==> src/rtl/lcd_pkg.sv <==
// Shared definitions for the HD44780-style 4-bit bus decoder: FSM states,
// power-on init nibbles and the command codes that affect timing/address.
package lcd_pkg;

  typedef enum logic [2:0] {
    ST_WAIT_PWR = 3'd0,
    ST_INIT_A   = 3'd1,
    ST_INIT_B   = 3'd2,
    ST_INIT_C   = 3'd3,
    ST_INIT_D   = 3'd4,
    ST_HIGH_NIB = 3'd5,
    ST_LOW_NIB  = 3'd6
  } lcd_state_e;

  localparam logic [3:0] INIT_NIB_3 = 4'h3;
  localparam logic [3:0] INIT_NIB_2 = 4'h2;

  localparam logic [7:0] CMD_CLEAR          = 8'h01;
  localparam logic [7:0] CMD_HOME           = 8'h02;
  localparam logic [7:0] CMD_SET_DDRAM_MASK = 8'h80;

  // Clear (0x01) and Return Home (0x02/0x03) are the long-execution commands.
  function automatic logic is_slow_cmd(input logic [7:0] b);
    return (b == CMD_CLEAR) || ((b & 8'hFE) == CMD_HOME);
  endfunction

endpackage

==> src/rtl/lcd_enable_strobe.sv <==
// E-strobe front end: edge detection, high-phase width count and capture of
// the nibble/RS/RW seen during the high phase.
module lcd_enable_strobe #(
  parameter int T_EWIDTH = 12
) (
  input  logic       Clock,
  input  logic       Reset,
  input  logic       i_e,
  input  logic       i_rs,
  input  logic       i_rw,
  input  logic [3:0] i_data,
  output logic       o_rise,
  output logic       o_fall,
  output logic       o_short,
  output logic       o_rs_change,
  output logic       o_rs,
  output logic       o_rw,
  output logic [3:0] o_nib
);

  logic        r_armed;
  logic        r_e_prev;
  logic [31:0] r_ehigh_cnt;
  logic [3:0]  r_nib;
  logic        r_rs;
  logic        r_rw;

  // Edges only count once E has been seen low after reset, so a strobe
  // already in progress at reset release is discarded.
  assign o_rise      = r_armed & ~r_e_prev & i_e;
  assign o_fall      = r_armed & r_e_prev & ~i_e;
  assign o_short     = o_fall & (r_ehigh_cnt < 32'(T_EWIDTH));
  assign o_rs_change = r_armed & r_e_prev & i_e & (i_rs != r_rs);
  assign o_rs        = r_rs;
  assign o_rw        = r_rw;
  assign o_nib       = r_nib;

  always_ff @(posedge Clock) begin
    if (Reset) begin
      r_armed     <= 1'b0;
      r_e_prev    <= 1'b0;
      r_ehigh_cnt <= '0;
      r_nib       <= '0;
      r_rs        <= 1'b0;
      r_rw        <= 1'b0;
    end else begin
      r_e_prev <= i_e;
      if (!i_e) begin
        r_armed     <= 1'b1;
        r_ehigh_cnt <= '0;
      end else begin
        r_nib <= i_data;
        r_rs  <= i_rs;
        // Any read cycle within one high phase marks the whole strobe as a read.
        r_rw  <= r_e_prev ? (r_rw | i_rw) : i_rw;
        if (r_ehigh_cnt != 32'hFFFF_FFFF) begin
          r_ehigh_cnt <= r_ehigh_cnt + 32'd1;
        end
      end
    end
  end

endmodule

==> src/rtl/lcd_bus_decoder.sv <==
// Passive decoder for a 4-bit LCD bus: tracks the power-on init sequence,
// reassembles bytes, follows the DDRAM cursor and flags timing violations.
module lcd_bus_decoder
  import lcd_pkg::*;
#(
  parameter int T_POWERON = 750000,
  parameter int T_INIT1   = 205000,
  parameter int T_INIT2   = 5000,
  parameter int T_CMD     = 2000,
  parameter int T_CLEAR   = 82000,
  parameter int T_NIB     = 50,
  parameter int T_EWIDTH  = 12
) (
  input  logic       Clock,
  input  logic       Reset,
  input  logic       iLCD_Enabled,
  input  logic       iLCD_RegisterSelect,
  input  logic       iLCD_ReadWrite,
  input  logic [3:0] iLCD_Data,
  output logic [7:0] oByte,
  output logic       oIsData,
  output logic       oByteValid,
  output logic       oInitDone,
  output logic [6:0] oDDRAMAddr,
  output logic       oTimingError
);

  logic       w_rise, w_fall, w_short, w_rs_change, w_rs, w_rw;
  logic [3:0] w_nib;

  lcd_enable_strobe #(.T_EWIDTH(T_EWIDTH)) u_strobe (
    .Clock       (Clock),
    .Reset       (Reset),
    .i_e         (iLCD_Enabled),
    .i_rs        (iLCD_RegisterSelect),
    .i_rw        (iLCD_ReadWrite),
    .i_data      (iLCD_Data),
    .o_rise      (w_rise),
    .o_fall      (w_fall),
    .o_short     (w_short),
    .o_rs_change (w_rs_change),
    .o_rs        (w_rs),
    .o_rw        (w_rw),
    .o_nib       (w_nib)
  );

  lcd_state_e  r_state, w_state_next;
  logic [31:0] r_gap, r_req_gap, w_req_next;
  logic [3:0]  r_high;
  logic        r_high_rs;
  logic [7:0]  r_byte;
  logic        r_is_data, r_valid, r_init_done, r_err;
  logic [6:0]  r_addr, w_addr_next;

  logic        w_accept, w_init_err, w_init_done_set, w_high_ld, w_byte_ld;
  logic        w_err_set;
  logic [7:0]  w_byte;
  logic [3:0]  w_init_exp;
  lcd_state_e  w_init_next;
  logic [31:0] w_init_gap;

  assign w_accept = w_fall & ~w_rw;
  assign w_byte   = {r_high, w_nib};

  always_comb begin
    w_init_exp  = INIT_NIB_3;
    w_init_next = ST_INIT_B;
    w_init_gap  = 32'(T_INIT1);
    case (r_state)
      ST_INIT_B: begin w_init_next = ST_INIT_C;   w_init_gap = 32'(T_INIT2); end
      ST_INIT_C: begin w_init_next = ST_INIT_D;   w_init_gap = 32'(T_CMD);   end
      ST_INIT_D: begin
        w_init_exp  = INIT_NIB_2;
        w_init_next = ST_HIGH_NIB;
        w_init_gap  = 32'(T_CMD);
      end
      default: ;
    endcase
  end

  always_comb begin
    w_state_next    = r_state;
    w_req_next      = r_req_gap;
    w_init_err      = 1'b0;
    w_init_done_set = 1'b0;
    w_high_ld       = 1'b0;
    w_byte_ld       = 1'b0;
    if (w_accept) begin
      case (r_state)
        ST_HIGH_NIB: begin
          w_high_ld    = 1'b1;
          w_state_next = ST_LOW_NIB;
          w_req_next   = 32'(T_NIB);
        end
        ST_LOW_NIB: begin
          w_byte_ld    = 1'b1;
          w_state_next = ST_HIGH_NIB;
          w_req_next   = (!w_rs && is_slow_cmd(w_byte)) ? 32'(T_CLEAR) : 32'(T_CMD);
        end
        default: begin
          // WAIT_PWR's first strobe is judged exactly like INIT_A.
          if (w_nib == w_init_exp && !w_rs) begin
            w_state_next    = w_init_next;
            w_req_next      = w_init_gap;
            w_init_done_set = (r_state == ST_INIT_D);
          end else begin
            w_init_err   = 1'b1;
            w_state_next = ST_INIT_A;
            w_req_next   = 32'(T_CMD);
          end
        end
      endcase
    end
  end

  always_comb begin
    w_addr_next = r_addr;
    if (w_rs) begin
      w_addr_next = r_addr + 7'd1;
    end else if ((w_byte & CMD_SET_DDRAM_MASK) != 8'h00) begin
      w_addr_next = w_byte[6:0];
    end else if (is_slow_cmd(w_byte)) begin
      w_addr_next = 7'd0;
    end
  end

  assign w_err_set = w_short | w_rs_change | (w_fall & w_rw) | w_init_err
                   | (w_rise & (r_gap < r_req_gap))
                   | (w_byte_ld & (w_rs != r_high_rs));

  always_ff @(posedge Clock) begin
    if (Reset) begin
      r_state <= ST_WAIT_PWR;
    end else begin
      r_state <= w_state_next;
    end
  end

  always_ff @(posedge Clock) begin
    if (Reset) begin
      r_gap       <= '0;
      r_req_gap   <= 32'(T_POWERON);
      r_high      <= '0;
      r_high_rs   <= 1'b0;
      r_byte      <= '0;
      r_is_data   <= 1'b0;
      r_valid     <= 1'b0;
      r_init_done <= 1'b0;
      r_addr      <= '0;
      r_err       <= 1'b0;
    end else begin
      r_req_gap <= w_req_next;
      r_valid   <= w_byte_ld;
      if (w_accept) begin
        r_gap <= '0;
      end else if (r_gap != 32'hFFFF_FFFF) begin
        r_gap <= r_gap + 32'd1;
      end
      if (w_high_ld) begin
        r_high    <= w_nib;
        r_high_rs <= w_rs;
      end
      if (w_byte_ld) begin
        r_byte    <= w_byte;
        r_is_data <= w_rs;
        r_addr    <= w_addr_next;
      end
      if (w_init_done_set) begin
        r_init_done <= 1'b1;
      end
      if (w_err_set) begin
        r_err <= 1'b1;
      end
    end
  end

  assign oByte        = r_byte;
  assign oIsData      = r_is_data;
  assign oByteValid   = r_valid;
  assign oInitDone    = r_init_done;
  assign oDDRAMAddr   = r_addr;
  assign oTimingError = r_err;

endmodule

==> config.mk <==
export PLATFORM = sky130hd
export DESIGN_NAME = lcd_bus_decoder
export DESIGN_NICKNAME = d
export VERILOG_FILES = /design/src/rtl/lcd_pkg.sv /design/src/rtl/lcd_enable_strobe.sv /design/src/rtl/lcd_bus_decoder.sv
export SDC_FILE = /design/constraint.sdc
export NUM_CORES = 1
export LEC_CHECK = 0
export ABC_AREA = 1
export ABC_CLOCK_PERIOD_IN_PS = 3650
export CAP_MARGIN = 20
export CORE_UTILIZATION = 45
export CTS_CLUSTER_SIZE = 8
export DETAILED_ROUTE_END_ITERATION = 8
export GPL_TIMING_DRIVEN = 1
export PLACE_DENSITY = 0.71
export SLEW_MARGIN = 20
export SYNTH_ARGS = -nofsm -noshare
export SYNTH_HDL_FRONTEND = slang
export SYNTH_SLANG_ARGS = --single-unit
==> constraint.sdc <==
create_clock -name Clock -period 3.65 [get_ports Clock]
set_input_delay 0.5475 -clock Clock [delete_from_list [all_inputs] [get_ports Clock]]
set_output_delay 0.5475 -clock Clock [all_outputs]
set_load 0.05 [all_outputs]
# Yosys cells after proc, flatten, opt, wreduce, memory -nomap -nowiden
# Index checks and enable logic that the tools add are counted.
dict set report totals {
  elab_cells 86
  input_bits 9
  output_inout_bits 19
  ff_bits 131
}
dict set report classes {
  muxes 22
  n_bitwise 20
  n_reduce_logical 10
  n_eq_ne 12
  n_addsub 3
  n_lt_le_gt_ge 2
}
# operator count
set op_table {}
lappend op_table {{$add A32 B1 Y32 const B} 2}
lappend op_table {{$ne A32 B32 Y1 const B} 2}
lappend op_table {{$pmux W32 S2} 1}
lappend op_table {{$pmux W18 S2} 1}
lappend op_table {{$lt A32 B32 Y1} 1}
lappend op_table {{$lt A32 B4 Y1 const B} 1}
lappend op_table {{$mux W32} 1}
lappend op_table {{$mux W7} 3}
lappend op_table {{$mux W17} 1}
lappend op_table {{$mux W1} 12}
lappend op_table {{$and A1 B1 Y1} 11}
lappend op_table {{$eq A3 B3 Y1 const B} 3}
lappend op_table {{$pmux W3 S3} 1}
lappend op_table {{$eq A8 B1 Y1 const B} 1}
lappend op_table {{$reduce_or A2 Y1} 4}
lappend op_table {{$add A7 B1 Y7 const B} 1}
lappend op_table {{$eq A7 B1 Y1 const B} 1}
lappend op_table {{$eq A3 B2 Y1 const B} 2}
lappend op_table {{$or A1 B1 Y1} 6}
lappend op_table {{$pmux W3 S2} 1}
lappend op_table {{$eq A4 B2 Y1} 1}
lappend op_table {{$mux W3} 1}
lappend op_table {{$not A1 Y1} 3}
lappend op_table {{$reduce_bool A3 Y1} 1}
lappend op_table {{5 further kinds} 7}

# Longest topological paths before layout
# Gate-level depths: netlist of run 1.
dict set report logic_depth {
  word_depth 10
  ltp_mapped 13
  mapped_depth_nobuf 13
}

# By module
# Synthesis of run 1 repeated with hierarchy kept, for this count alone.
dict set report unflattened {
  cells_unflattened 1007
  hier_area_um2 6422.4
}
# module seq_area_each_um2 n_inst cells_each area_each_um2
set modules_own_cells {}
lappend modules_own_cells {lcd_bus_decoder 1461.4 1 628 4142.7}
lappend modules_own_cells {lcd_enable_strobe 800.8 1 379 2279.7}

# Least setup slack after synthesis of run 1
# No wires, ideal clock.
dict set report synth_path {
  kind {register to register}
  from {register r_addr[0], in the netlist oDDRAMAddr[0]}
  to {register r_addr[6], in the netlist oDDRAMAddr[6]}
  path_buffers 0
  path_stages_with_launch 9
  synth_period_minus_slack_ps 1721
  t_arrival_ps 1650
  required_ps 3580
  path_slack_ps 1929
  path_cell_list {dfxtp_1 ha_1 nand2_1 nor2_1 nand3_1 xor2_1 nand2_1 o211ai_1 a21oi_1}
}
dict set report synth_via {
  elab_chain_cells 2
}
# item line
set synth_rtl {}
lappend synth_rtl {{start, declared} lcd_bus_decoder.sv:53} ;# logic [6:0] r_addr, w_addr_next;
lappend synth_rtl {{start signal, assigned} lcd_bus_decoder.sv:166} ;# r_addr <= w_addr_next;
lappend synth_rtl {{$add A7 B1 Y7} lcd_bus_decoder.sv:119} ;# w_addr_next = r_addr + 7'd1;
lappend synth_rtl {{$mux W7} lcd_bus_decoder.sv:118} ;# if (w_rs) begin
# No other way between the ends.
# A chain may end at the register's enable or synchronous reset.

# Final worst setup path of run 1
dict set report layout_path {
  from {register u_strobe.r_ehigh_cnt[0]}
  to {register u_strobe.r_ehigh_cnt[1]}
}
dict set report layout_via {
  elab_chain_cells 1
}
# item line
set layout_rtl {}
lappend layout_rtl {{start, declared} lcd_enable_strobe.sv:23} ;# logic [31:0] r_ehigh_cnt;
lappend layout_rtl {{start signal, assigned} lcd_enable_strobe.sv:57} ;# r_ehigh_cnt <= r_ehigh_cnt + 32'd1;
lappend layout_rtl {{$add A32 B1 Y32 or $ne A32 B32 Y1 (tied branches)} {lcd_enable_strobe.sv:57, lcd_enable_strobe.sv:56}}
# Several ways; a longest one is shown, not always the timed one.

==> flow_metrics.env, run 1 <==
export IMPL_antenna_cells=0
export IMPL_grt_usage=0.224
export IMPL_start_util=0.460
export IMPL_min_path_type="reg2reg"
export IMPL_status="complete, no violations"
export IMPL_avgSynthCellArea_sq_um=6.58
export IMPL_synth_compound_gate_area_share=0.102
export IMPL_dp_hpwl_mm=11.1
export IMPL_synth_top_cell_area_share=0.354
export IMPL_grt_overflow_total=0
export IMPL_clkSinkCount=113
export IMPL_start_kind="register"
export IMPL_holdWs_ps=470
export IMPL_synth_distinct_cells=44
export IMPL_antenna_left=0
export IMPL_seq_area_frac_synth=0.354
export IMPL_grt_max_degree=34
export IMPL_core_rowCount=43
export IMPL_post_drt_wl_per_cell_um=12.8
export IMPL_netlist_instances=970
export IMPL_fmax_ghz=0.445
export IMPL_met2_usage=0.361
export IMPL_nFillCells=1368
export IMPL_tns_ps=0
export IMPL_p_leak_uw=0.00331
export IMPL_fin_worst_skew_ps=6.65
export IMPL_max_stage_delay_ps=450
export IMPL_synth_cell_area_sq_um=6380
export IMPL_worstSetupEndpointType="register"
export IMPL_coreArea_sq_um=13900
export IMPL_synth_simple_gate_area_share=0.374
export IMPL_routed_wirelength_mm=15.3
export IMPL_antenna_found_initial=0
export IMPL_use_met1=0.294
export IMPL_vias=6087
export IMPL_layout_commonest_cell="nand2_1"
export IMPL_finalHoldViolations=0
export IMPL_area_growth_pct=16.3
export IMPL_drive_above_1_share=0.0858
export IMPL_path_buf_inv=3
export IMPL_yosys_area_share_adder=0.0333
export IMPL_io_buffers=27
export IMPL_die_w_um=121
export IMPL_critical_path_class="reg2reg"
export IMPL_synth_xor_area_frac=0.0357
export IMPL_synth_top_family_by_area="simple AND/OR/NAND/NOR gates"
export IMPL_slew_headroom=0.452
export IMPL_cts_root_buffer="clkbuf_16"
export IMPL_post_cts_setup_buffer_count=0
export IMPL_drt_iter0_drc=338
export IMPL_arrival_ps=2600
export IMPL_muxShareOfSynthArea=0
export IMPL_irDropWorstVdd_mv=0.301
export IMPL_finalCritPeriodShare=0.616
export IMPL_cts_tree="yes"
export IMPL_ys_warn_count=0
export IMPL_yosysTopAreaCell="dfxtp_1"
export IMPL_viasPerCell=5.10
export IMPL_final_cell_mix="nand2_1, inv_1, nor2_1"
export IMPL_drc=0
export IMPL_synth_net_count=996
export IMPL_synth_seq_cells=113
export IMPL_crit_family="simple AND/OR/NAND/NOR gates"
export IMPL_clockBufferDepth=2
export IMPL_post_route_min_period_ps=2250
export IMPL_cts_htree_levels=4
export IMPL_grt_pass1_vias=5584
export IMPL_io_pins=28
export IMPL_die_area_sq_um=14700
export IMPL_cts_buffers_inserted=17
export IMPL_crit_chain="ha_1, inv_2, nor2_4, nand2_2, nor2_4, nand4_2, buf_4, inv_2, nand2_1, a21oi_1"
export IMPL_first_pass_iters=5
export IMPL_grtUsageMet3=0.0451
export IMPL_clock_latency_ps=420
export IMPL_globalplace_congestion=0.934
export IMPL_cts_hold_buf=0
export IMPL_maxCapViolations=0
export IMPL_synth_area_leaders="dfxtp_1, nand2_1, inv_1"
export IMPL_crit_required_ps=4000
export IMPL_cts_resized=0
export IMPL_fp_dieH_um=121
export IMPL_tightest_slew_ps=821
export IMPL_drv_slew=0
export IMPL_busiest_layer="met2"
export IMPL_clk_pin_slew_ps=60
export IMPL_setup_violations=0
export IMPL_cp_slowest_cell="dfxtp_1"
export IMPL_rsz0062_at_grt="no"
export IMPL_grt_pass1_wl_mm=26.0
export IMPL_power_density_nw_per_um2=416
export IMPL_critPathMaxFanout=14
export IMPL_fin_nets=1028
==> metrics by stage <==
step | instance area (sq um) | total power [uW] | util | instances | worst slack (ps)
floorplan | 6380 | 1360 | - | 970 | 1930
global placement | 6820 | 1400 | 0.491 | 1163 | 1110
detailed placement | 6820 | 1400 | 0.491 | 1163 | 1070
CTS | 7430 | 3110 | 0.535 | 1194 | 1400
global route | 7430 | 3190 | 0.535 | 1194 | 1200
finish | 7430 | 3090 | 0.535 | 1194 | 1400
==> cell type report <==
| type | instances | area [sq um] | share of cell area |
|---|---|---|---|
| sequential | 113 | 2260 | 0.305 |
| clock inverter | 12 | 158 | 0.0212 |
| timing repair buffer | 32 | 308 | 0.0414 |
| multi-input combinational | 693 | 3470 | 0.468 |
| inverter | 145 | 546 | 0.0735 |
| tap | 180 | 225 | 0.0303 |
| clock buffer | 19 | 453 | 0.0610 |
==> per-layer routing <==
metal  routed length, um  vias to the layer above
met1                7390                     2758
met2                6910                      139
met4                 320                        0
li1                    -                     3163
met3                 691                       27
met5                   0                        -
==> synth_stat cells, drive strengths merged <==
cell type	instances
a211oi	1
a21oi	39
a31oi	14
a32o	1
and2	1
buf	9
clkbuf	10
clkinv	2
dfxtp	113
ha	17
inv	143
nand2	264
nand3	74
nand3b	4
nand4	15
nor2	131
nor3	33
nor3b	1
nor4	1
o2111ai	1
o211ai	8
o21a	2
o21ai	47
o221ai	1
o22ai	2
or2	10
xnor2	7
xor2	19
==> worst reg2reg max path: cells and delay by family (launching register included) <==
family	cells	cell delay, ps
fa+ha+maj	1	300
flops	1	450
simple gates	5	740
compound gates	1	120
buf+inv	3	580
==> where the power goes <==
group / total, uW / switching (uW) / internal, uW / leakage [uW]
Clock: 1720 / 612 / 1110 / 0.000292
Combinational: 104 / 67.5 / 36.2 / 0.00210
Sequential: 1270 / 16.5 / 1250 / 0.000914
Total: 3090 / 696 / 2390 / 0.00331
==> flip-flops by register name, indices dropped and copies added (netlist names), 3 cells and up <==
register	count
r_gap	32
u_strobe.r_ehigh_cnt	32
r_req_gap	14
oByte	8
oDDRAMAddr	7
r_high	4
u_strobe.o_nib	4
r_state	3
==> path summary, 6_finish.rpt <==
kind | slack (ps) | to | start | cells after the start
worst max-delay path | 1400 | u_strobe.r_ehigh_cnt[1]$_SDFFE_PP0P_ | u_strobe.r_ehigh_cnt[0]$_SDFFE_PP0P_ | 10
worst min-delay path | 470 | r_req_gap[7]$_SDFFE_PP1P_ | r_req_gap[7]$_SDFFE_PP1P_ | 2
worst max register to register | 1400 | u_strobe.r_ehigh_cnt[1]$_SDFFE_PP0P_ | u_strobe.r_ehigh_cnt[0]$_SDFFE_PP0P_ | 10
worst min register to register | 470 | r_req_gap[7]$_SDFFE_PP1P_ | r_req_gap[7]$_SDFFE_PP1P_ | 2
==> cells by family after synthesis <==
kind of cell	after synthesis
xor gates and xnor gates	26
and+or+nand+nor	534
buffers and inverters	164
DFF	113
AOI/OAI and AO/OA	116
adders and majority gates	17
(Power assumes the default switching activity.)
==> run 2, diff against run 1 <==
ABC_CLOCK_PERIOD_IN_PS = 1900   (was 3650)
PLACE_DENSITY = 0.74   (was 0.71)
clock period = 1.9 ns   (was 3.65 ns; I/O delays follow)
==> run 2 against run 1 <==
Against the previous run: power up 92%; cell area up 2.7%; register-to-register slack worse by 1300 ps; clock skew up 16 ps; critical path type is now reg2out; critical endpoint is now oTimingError.
==> flow_metrics.env, run 2 (synthesis results as in run 1) <==
export IMPL_clockBufferDepth=2
export IMPL_max_stage_delay_ps=810
export IMPL_fin_nets=1050
export IMPL_core_rowCount=43
export IMPL_slew_headroom=0.661
export IMPL_drc=0
export IMPL_arrival_ps=1560
export IMPL_drive_above_1_share=0.106
export IMPL_cp_slowest_cell="clkdlybuf4s50_1"
export IMPL_rsz0062_at_grt="no"
export IMPL_routed_wirelength_mm=15.7
export IMPL_power_density_nw_per_um2=776
export IMPL_die_area_sq_um=14700
export IMPL_crit_required_ps=1620
export IMPL_nFillCells=1340
export IMPL_post_drt_wl_per_cell_um=12.9
export IMPL_layout_commonest_cell="nand2_1"
export IMPL_io_buffers=27
export IMPL_globalplace_congestion=0.969
export IMPL_antenna_found_initial=0
export IMPL_antenna_cells=0
export IMPL_fin_worst_skew_ps=22.4
export IMPL_die_w_um=121
export IMPL_cts_buffers_inserted=17
export IMPL_reg_top3="r_gap (32), u_strobe.r_ehigh_cnt (32), r_req_gap (14)"
export IMPL_path_buf_inv=1
export IMPL_finalCritPeriodShare=0.972
export IMPL_finalHoldViolations=0
export IMPL_crit_family="buffers and inverters"
export IMPL_grt_pass1_wl_mm=26.5
export IMPL_critical_path_class="reg2out"
export IMPL_first_pass_iters=7
export IMPL_cts_htree_levels=4
export IMPL_start_util=0.460
export IMPL_grt_max_degree=24
export IMPL_viasPerCell=5.11
export IMPL_place_ws_ps=23.7
export IMPL_tns_ps=0
export IMPL_clkSinkCount=113
export IMPL_grt_usage=0.228
export IMPL_start_kind="register"
export IMPL_min_path_type="reg2reg"
export IMPL_cts_tree="yes"
export IMPL_p_leak_uw=0.00349
export IMPL_setup_violations=0
export IMPL_grt_pass1_vias=5796
export IMPL_final_cell_mix="nand2_1, inv_1, nor2_1"
export IMPL_clock_latency_ps=430
export IMPL_grt_overflow_total=0
export IMPL_cts_hold_buf=0
export IMPL_drv_slew=0
export IMPL_io_pins=28
export IMPL_critPathMaxFanout=2
export IMPL_area_growth_pct=19.4
export IMPL_finalCoreUtilization=0.549
export IMPL_worstSetupEndpointType="output port"
export IMPL_clk_pin_slew_ps=50
export IMPL_fp_dieH_um=121
export IMPL_vias=6222
export IMPL_post_route_min_period_ps=1850
export IMPL_antenna_left=0
export IMPL_fmax_ghz=0.541
export IMPL_dp_hpwl_mm=11.6
export IMPL_maxCapViolations=0
export IMPL_status="complete, no violations"
export IMPL_irDropWorstVdd_mv=0.721
export IMPL_cts_root_buffer="clkbuf_16"
export IMPL_coreArea_sq_um=13900
export IMPL_timing_final_ws_setup_ps=52.5
export IMPL_tightest_slew_ps=508
export IMPL_drt_iter0_drc=574
export IMPL_crit_chain="clkdlybuf4s50_1"
## run 2: changes by cell type in the layout (fill, tap and decap cells not counted), moves of 2 or more
| cell | delta |
|---|---|
| dlymetal6s2s_1 | +2 |
| dlygate4sd2_1 | +7 |
| buf_12 | +3 |
| clkdlybuf4s50_1 | -9 |
| buf_4 | +19 |
## run 2: power breakdown
part	total [uW]	internal [uW]	switching [uW]
Sequential	2430	2400	23.8
Combinational	242	93.8	149
Clock	3250	2090	1160
## run 2: through the flow
step / instance area [sq um] / hold slack (ps) / total power, uW / std cells
final: 7620 / 470 / 5920 / 1217
after global routing: 7620 / 480 / 6090 / 1217
after CTS: 7610 / 461 / 5950 / 1217
after detailed placement: 7020 / 448 / 2710 / 1185
after global placement: 7020 / 453 / 2710 / 1185
after floorplan: 6380 / 381 / 2610 / 970
## run 2: final timing paths
kind | slack (ps) | to | from | depth (start not counted)
hold reg to reg | 470 | r_req_gap[3]$_SDFFE_PP0P_ | r_req_gap[3]$_SDFFE_PP0P_ | 1
hold / removal | 470 | r_req_gap[3]$_SDFFE_PP0P_ | r_req_gap[3]$_SDFFE_PP0P_ | 1
setup reg to reg | 130 | r_gap[1]$_SDFFE_PP0P_ | r_gap[17]$_SDFFE_PP0P_ | 8
setup / recovery | 50 | oTimingError | oTimingError$_SDFFE_PP0P_ | 1
## run 2: layout make-up
cell class / instances / area, sq um / share of cell area
Timing Repair Buffer: 54 / 507 / 0.0665
Multi-Input combinational cell: 693 / 3480 / 0.456
Clock buffer: 19 / 443 / 0.0581
Clock inverter: 13 / 161 / 0.0212
Tap cell: 180 / 225 / 0.0295
Inverter: 145 / 546 / 0.0716
Sequential cell: 113 / 2260 / 0.297
## run 2: what timing repair did
item                                    4_1_cts  5_1_grt
setup buffers                                 0        0
pin swaps                                     0        0
endpoints found under the hold margin         0        0
endpoints found under the setup margin        7        3
gates resized for setup                       7        3
## run 2: routing by layer
metal,GRT usage,share of wire,wire length [um],up-vias
met5,0,0,0,-
met3,0.0545,0.053,839,29
met1,0.293,0.46,7260,2805
li1,-,-,-,3211
met4,0.0818,0.020,317,0
met2,0.371,0.46,7300,177
